$ cat config.mk
export PLATFORM = sky130hd
export DESIGN_NAME = emsg_expand
export DESIGN_NICKNAME = d
export VERILOG_FILES = /design/src/rtl/emsg_pkg.sv /design/src/rtl/emsg_mag_sel.sv /design/src/rtl/emsg_expand.sv
export SDC_FILE = /design/constraint.sdc
export NUM_CORES = 1
export LEC_CHECK = 0
export ABC_AREA = 1
export CAP_MARGIN = 20
export CORE_UTILIZATION = 40
export DETAILED_ROUTE_END_ITERATION = 12
export GPL_TIMING_DRIVEN = 0
export PLACE_DENSITY_LB_ADDON = 0.25
export SLEW_MARGIN = 30
export SYNTH_ARGS = -nofsm -noshare
export SYNTH_HDL_FRONTEND = slang
export SYNTH_SLANG_ARGS = --single-unit
$ cat constraint.sdc
create_clock -name clk -period 2.1 [get_ports clk]
set_clock_uncertainty 0.05 [all_clocks]
set_input_delay 0.42 -clock clk [delete_from_list [all_inputs] [get_ports clk]]
set_output_delay 0.42 -clock clk [all_outputs]
set_load 0.02 [all_outputs]
$ cat src/rtl/emsg_pkg.sv
// Field layout of the compressed check-node message, shared by the generator and the expander.
package emsg_pkg;
  localparam int unsigned W  = 6;
  localparam int unsigned WC = 18;
  localparam int unsigned IW = 5;
  localparam int unsigned MW = W - 1;
  localparam int unsigned CW = 2 * MW + IW + WC;

  localparam int unsigned MIN1_LSB = 0;
  localparam int unsigned MIN2_LSB = MW;
  localparam int unsigned IDX_LSB  = 2 * MW;
  localparam int unsigned SGN_LSB  = 2 * MW + IW;

  localparam logic [0:0] S_IDLE = 1'b0;
  localparam logic [0:0] S_EMIT = 1'b1;

  typedef struct packed {
    logic [WC-1:0] signs;
    logic [IW-1:0] idx;
    logic [MW-1:0] min2;
    logic [MW-1:0] min1;
  } comp_t;

  function automatic comp_t unpack_comp(input logic [CW-1:0] v);
    comp_t c;
    c.min1  = v[MIN1_LSB +: MW];
    c.min2  = v[MIN2_LSB +: MW];
    c.idx   = v[IDX_LSB +: IW];
    c.signs = v[SGN_LSB +: WC];
    return c;
  endfunction
endpackage

$ cat src/rtl/emsg_mag_sel.sv
// Rebuilds one sign-magnitude extrinsic message from the min1/min2 pair with offset correction.
module emsg_mag_sel
  import emsg_pkg::*;
(
  input  logic [MW-1:0] min1,
  input  logic [MW-1:0] min2,
  input  logic [IW-1:0] idx,
  input  logic [IW-1:0] col,
  input  logic          sgn,
  input  logic [MW-1:0] ofs,
  output logic [W-1:0]  msg
);
  logic [MW-1:0] sel;
  logic [MW-1:0] mag;

  // col never reaches WC, so an out-of-range idx naturally selects min1 everywhere
  always_comb begin
    sel = (col == idx) ? min2 : min1;
    mag = (sel > ofs) ? (sel - ofs) : '0;
    msg = {sgn & (mag != '0), mag};
  end
endmodule

$ cat src/rtl/emsg_expand.sv
// Serial expander: one compressed check word in, WC sign-magnitude messages out, one column per beat.
module emsg_expand
  import emsg_pkg::*;
#(
  parameter logic [MW-1:0] OFS = '0
) (
  input  logic          clk,
  input  logic          rst,
  input  logic [CW-1:0] in_comp,
  input  logic          in_valid,
  output logic          in_ready,
  output logic [W-1:0]  out_msg,
  output logic [IW-1:0] out_col,
  output logic          out_last,
  output logic          out_valid,
  input  logic          out_ready,
  output logic          idx_err
);
  logic [0:0]    state_q, state_d;
  logic [IW-1:0] c_q, c_d;
  comp_t         hold_q, hold_d;
  logic          idx_err_q, idx_err_d;
  logic          emit, at_last, accept;
  comp_t         in_w;
  logic [W-1:0]  msg;

  assign in_w = unpack_comp(in_comp);

  // Next state: advance on accepted beats, reload on a new word (possibly on the last beat)
  always_comb begin
    state_d   = state_q;
    c_d       = c_q;
    hold_d    = hold_q;
    idx_err_d = idx_err_q;
    emit      = (state_q == S_EMIT);
    at_last   = (c_q == IW'(WC - 1));
    in_ready  = !emit || (at_last && out_ready);
    accept    = in_valid && in_ready;
    if (emit && out_ready) begin
      if (at_last) state_d = S_IDLE;
      else         c_d     = c_q + IW'(1);
    end
    if (accept) begin
      state_d = S_EMIT;
      c_d     = '0;
      hold_d  = in_w;
      if (in_w.idx >= IW'(WC)) idx_err_d = 1'b1;
    end
  end

  always_ff @(posedge clk) begin
    if (rst) begin
      state_q   <= S_IDLE;
      c_q       <= '0;
      hold_q    <= '0;
      idx_err_q <= 1'b0;
    end else begin
      state_q   <= state_d;
      c_q       <= c_d;
      hold_q    <= hold_d;
      idx_err_q <= idx_err_d;
    end
  end

  emsg_mag_sel u_mag_sel (
    .min1 (hold_q.min1),
    .min2 (hold_q.min2),
    .idx  (hold_q.idx),
    .col  (c_q),
    .sgn  (hold_q.signs[c_q]),
    .ofs  (OFS),
    .msg  (msg)
  );

  assign out_valid = emit;
  assign out_msg   = emit ? msg : '0;
  assign out_col   = c_q;
  assign out_last  = emit && at_last;
  assign idx_err   = idx_err_q;
endmodule

# Yosys cells after proc, flatten, opt, wreduce, memory -nomap -nowiden
# Index checks and enable logic that the tools add are counted.
# classes
add_sub_neg	1
n_lt_le_gt_ge	3
eq_ne	2
muxes	8
bitwise	2
reduce_logical	13
# ops
op	n
5-bit two-way mux	2
5-bit by 6-bit < comparator with 1-bit output, second input constant	1
6-bit two-way mux	1
2-bit AND reduction	3
5-bit by 1-bit adder with 5-bit output, second input constant	1
1-bit binary-select mux with 5-bit select	1
5-bit == test	1
5-bit == test, second input constant	1
5-bit greater-or-equal comparator, second input constant	1
5-bit by 1-bit > comparator with 1-bit output, second input constant	1
5-bit nonzero test	1
1-bit logical AND	4
1-bit two-way mux	4
2-bit nonzero test	2
2-bit OR reduction	1
1-bit bitwise AND	1
1-bit logical NOT	1
1-bit logical OR	1
1-bit NOT	1
# totals
reg_bits	40
in_bits	37
out_inout_bits	15
wordCells	36

# Depth between registers and ports, before layout
# logic_depth
depth_word	7
depth_mapped	11
ltp_nobuf	10

# Hierarchy
# A second synthesis with hierarchy kept.
# unflattened
hier_cells	330
hier_area_um2	2232.1
# by_module_without_submodules
module	instances	cells_each	area_per_inst_um2	seq_area_each_um2
emsg_expand	1	259	1826.8	800.8
emsg_mag_sel	1	71	405.4	0.0

# Worst setup path after synthesis
# Ideal clock, no wire load.
# synth_path
path_kind	reg2out
startpoint	reg c_q[1] (netlist: out_col[1])
endpoint	out out_msg[5]
arrival_ps	1620
required_time_ps	1630
path_slack_ps	10
stages_incl_launch_ff	12
n_path_buf	1
cell_sequence	dfxtp_1 > buf_4 > inv_2 > nand2_1 > nand2_1 > nor2_2 > nand3_4 > nand2_1 > nand2_1 > nand3_1 > nor2_1 > nor2_1
# synth_via
elab_chain_len	7
elab_cells_between_ends	9
classes_between	order compare: 1; eq/ne: 1; mux: 5; bitwise: 1; reduce/logical: 1
# synth_rtl
item	line	rtl
start, declared	emsg_expand.sv:20	logic [IW-1:0] c_q, c_d;
start signal, assigned	emsg_expand.sv:54	c_q <= '0;
start signal, assigned	emsg_expand.sv:59	c_q <= c_d;
5-bit == test	emsg_mag_sel.sv:18	sel = (col == idx) ? min2 : min1;
5-bit two-way mux	emsg_mag_sel.sv:18	
5-bit by 1-bit > comparator with 1-bit output	emsg_mag_sel.sv:19	mag = (sel > ofs) ? (sel - ofs) : '0;
5-bit two-way mux	emsg_mag_sel.sv:19	
5-bit nonzero test	emsg_mag_sel.sv:20	msg = {sgn & (mag != '0), mag};
1-bit bitwise AND (*)	emsg_mag_sel.sv:20	
6-bit two-way mux (*)	emsg_expand.sv:76	assign out_msg = emit ? msg : '0;
end, declared	emsg_expand.sv:12	output logic [W-1:0] out_msg,
# Every way passes the cells marked *; elsewhere a longest branch is shown, timed or not. The select of a mux whose other input is x is not followed.

# Worst setup path in the final report
# Same ends and word-level chain as after synthesis.

==> results_dict.tcl <==
set metrics [dict create \
    status "finished with violations" \
    violations "design-rule violations, negative setup slack" \
    max-clock-path-buffers 2 \
    cts_sinks 40 \
    cts_tree "built" \
    wire_per_inst_um 12.5 \
    dp_cells 370 \
    slew_violations 0 \
    synth.distinct_cells 31 \
    cellPowerDensity_nw_per_um2 660 \
    root_buffer "clkbuf_8" \
    area_growth_pct 41.4 \
    cts_buffers 5 \
    ys_seq_area_share_pct 41.9 \
    maxCapViolations 0 \
    syn-num-nets 306 \
    dieArea_um2 5050 \
    grt_max_degree 12 \
    fmax_mhz 442 \
    routabilityCongestion 0.820 \
    wirelength_um 4820 \
    slew_headroom_pct 70.1 \
    row_count 24 \
    die_h_um 71.1 \
    hold_ws_ns 0.412 \
    max_slew.worst_pin.slew_ns 0.449 \
    antenna_found_initial 0 \
    grt_pass1_wl_um 7820 \
    dp_slack_ns -0.463 \
    h-tree-depth 2 \
    leakage_nw 1.11 \
    yosys_warnings 0 \
    initial_core_util_pct 42.7 \
    final-hold-violation-count 0 \
    ios 52 \
    port_buffers 51 \
    viasPerCell 4.89 \
    route.vias.total 1882 \
    finalCritPeriodShare_pct 108 \
    grt_remaining_overflow 0 \
    min_path_type "reg2reg" \
    drc 4 \
    peakVddDrop_uv 364 \
    dr.pass1.iters 9 \
    startpoint_type "flop" \
    avgSynthCellArea_um2 7.15 \
    dp_hpwl_um 3470 \
    worst_slack_ns -0.162 \
    insertion_delay_ns 0.30 \
    path_clk_slew_ns 0.08 \
    layoutNonFillerInstCount 385 \
    nets 371 \
    synth-seq-cells 40 \
    path_max_fanout 7 \
    rsz0062_at_grt "true" \
    antenna_cells 0 \
    crit_type "reg2out" \
    syn_area_um2 1910 \
    grt_pass1_vias 1704 \
    crit_arrival_ns 1.79 \
    first_iter_violations 99 \
    ant_nets 0 \
    fin_tns_setup_ns -0.165 \
    cp.required_ns 1.63 \
    grtUsageTotal_pct 20.6 \
    layout-drive-gt1-share_pct 20.4 \
    period_minus_slack_ns 2.26 \
    setup_viol 2 \
    die_w_um 71.1 \
    core_um2 4470 \
    syn-instance-count 267 \
    end_kind "primary output" \
]
[critical path: stages (launching register included)]
cell	delay, ns
dfxtp_2	0.34
buf_6	0.13
inv_8	0.04
nand2_4	0.05
nand2_4	0.05
nor2_4	0.15
nand3_4	0.16
o21ai_2	0.17
nand2_1	0.08
nor2_1	0.11
nor2_1	0.06
buf_4	0.15
[cell families after synthesis]
family | after synthesis | share of synthesized area, %
AOI/OAI and AO/OA | 55 | 15.5
xor gates and xnor gates | 2 | 0.918
adders and majority gates | 2 | 1.31
buffers and inverters | 35 | 9.30
DFF | 40 | 41.9
and+or+nand+nor | 133 | 31.0
[metrics by stage]
stage | util, % | total power, mW | area [um^2]
5_1_grt | 60.3 | 1.88 | 2700
4_1_cts | 58.8 | 1.77 | 2630
6_report | 60.3 | 1.78 | 2700
3_3_place_gp | 55.5 | 1.23 | 2480
3_5_place_dp | 55.5 | 1.24 | 2480
2_1_floorplan | - | 1.09 | 1910
[sequential cells by signal, indices dropped and copies added, names as in the netlist]
name and cells:
hold_q 33, idx_err 1, out_col 5, out_valid 1
[power breakdown]
| group | switching [mW] | internal [mW] |
|---|---|---|
| Combinational | 0.215 | 0.188 |
| Sequential | 0.0326 | 0.814 |
| Clock | 0.265 | 0.268 |
[repair_timing]
| action | CTS | global route |
|---|---|---|
| hold buffers | 0 | 0 |
| setup buffers | 5 | 2 |
| resized for setup | 46 | 25 |
| endpoints found under the setup margin | 8 | 8 |
| pin swaps | 8 | 9 |
[synthesized netlist by cell type]
cell | instances | area share (%)
nand4_1 | 3 | 0.98
xnor2_1 | 1 | 0.46
xor2_1 | 1 | 0.46
o21ai_0 | 18 | 4.7
nor3b_1 | 1 | 0.39
buf_4 | 4 | 1.6
o211ai_1 | 1 | 0.39
nand3_2 | 1 | 0.52
or2_2 | 2 | 0.66
nor2_4 | 2 | 1.2
nand3_1 | 19 | 5.0
o21ai_1 | 17 | 4.5
inv_2 | 3 | 0.59
dfxtp_1 | 40 | 42
nor3_1 | 1 | 0.26
clkbuf_1 | 4 | 0.79
buf_6 | 4 | 2.4
nand2_1 | 44 | 8.7
nor2_1 | 54 | 11
o21ai_4 | 1 | 0.85
nor3_2 | 1 | 0.52
o21ai_2 | 1 | 0.46
clkinv_1 | 2 | 0.39
nor2_2 | 1 | 0.33
ha_1 | 2 | 1.3
nand3_4 | 1 | 0.92
buf_2 | 1 | 0.26
inv_1 | 17 | 3.3
o2111ai_1 | 1 | 0.46
nand2_2 | 3 | 0.98
a21oi_1 | 16 | 4.2
[cell type report]
class | count | area [um^2]
clock buffers | 8 | 90.1
fillers | 438 | 1780
repair buffers | 58 | 542
flip-flops and latches | 40 | 812
multi-input cells | 192 | 995
well taps | 52 | 65.1
inverters | 22 | 90.1
plain buffers | 13 | 105
[layer usage]
metal / up-vias / part of all wire (%) / GRT usage (%)
li1: 993 / - / -
met2: 43 / 47 / 32.3
met3: 9 / 4.1 / 5.27
met5: - / 0 / 0
met1: 837 / 47 / 26.6
met4: 0 / 2.5 / 9.56
[cell usage in the layout, fill, tap and decap left out, drive strengths merged]
master	instances
nor2	57
nand2	47
clkdlybuf4s50	43
dfxtp	40
o21ai	37
buf	23
nand3	21
inv	20
a21oi	16
clkbuf	13
nand4	3
clkinv	2
or2	2
ha	2
nor3	2
xnor2	1
o2111ai	1
o211ai	1
nor3b	1
xor2	1
[worst paths after layout]
path | start | to | slack, ns | cells past startpoint
worst min-delay path | hold_q[4] | hold_q[4] | 0.41 | 2
worst max register to register | out_col[1] | hold_q[11] | 0.33 | 9
worst min register to register | hold_q[4] | hold_q[4] | 0.41 | 2
worst max-delay path | out_col[1] | out_msg[5] | -0.16 | 11
No activity file was read; power rests on OpenSTA's default activity.
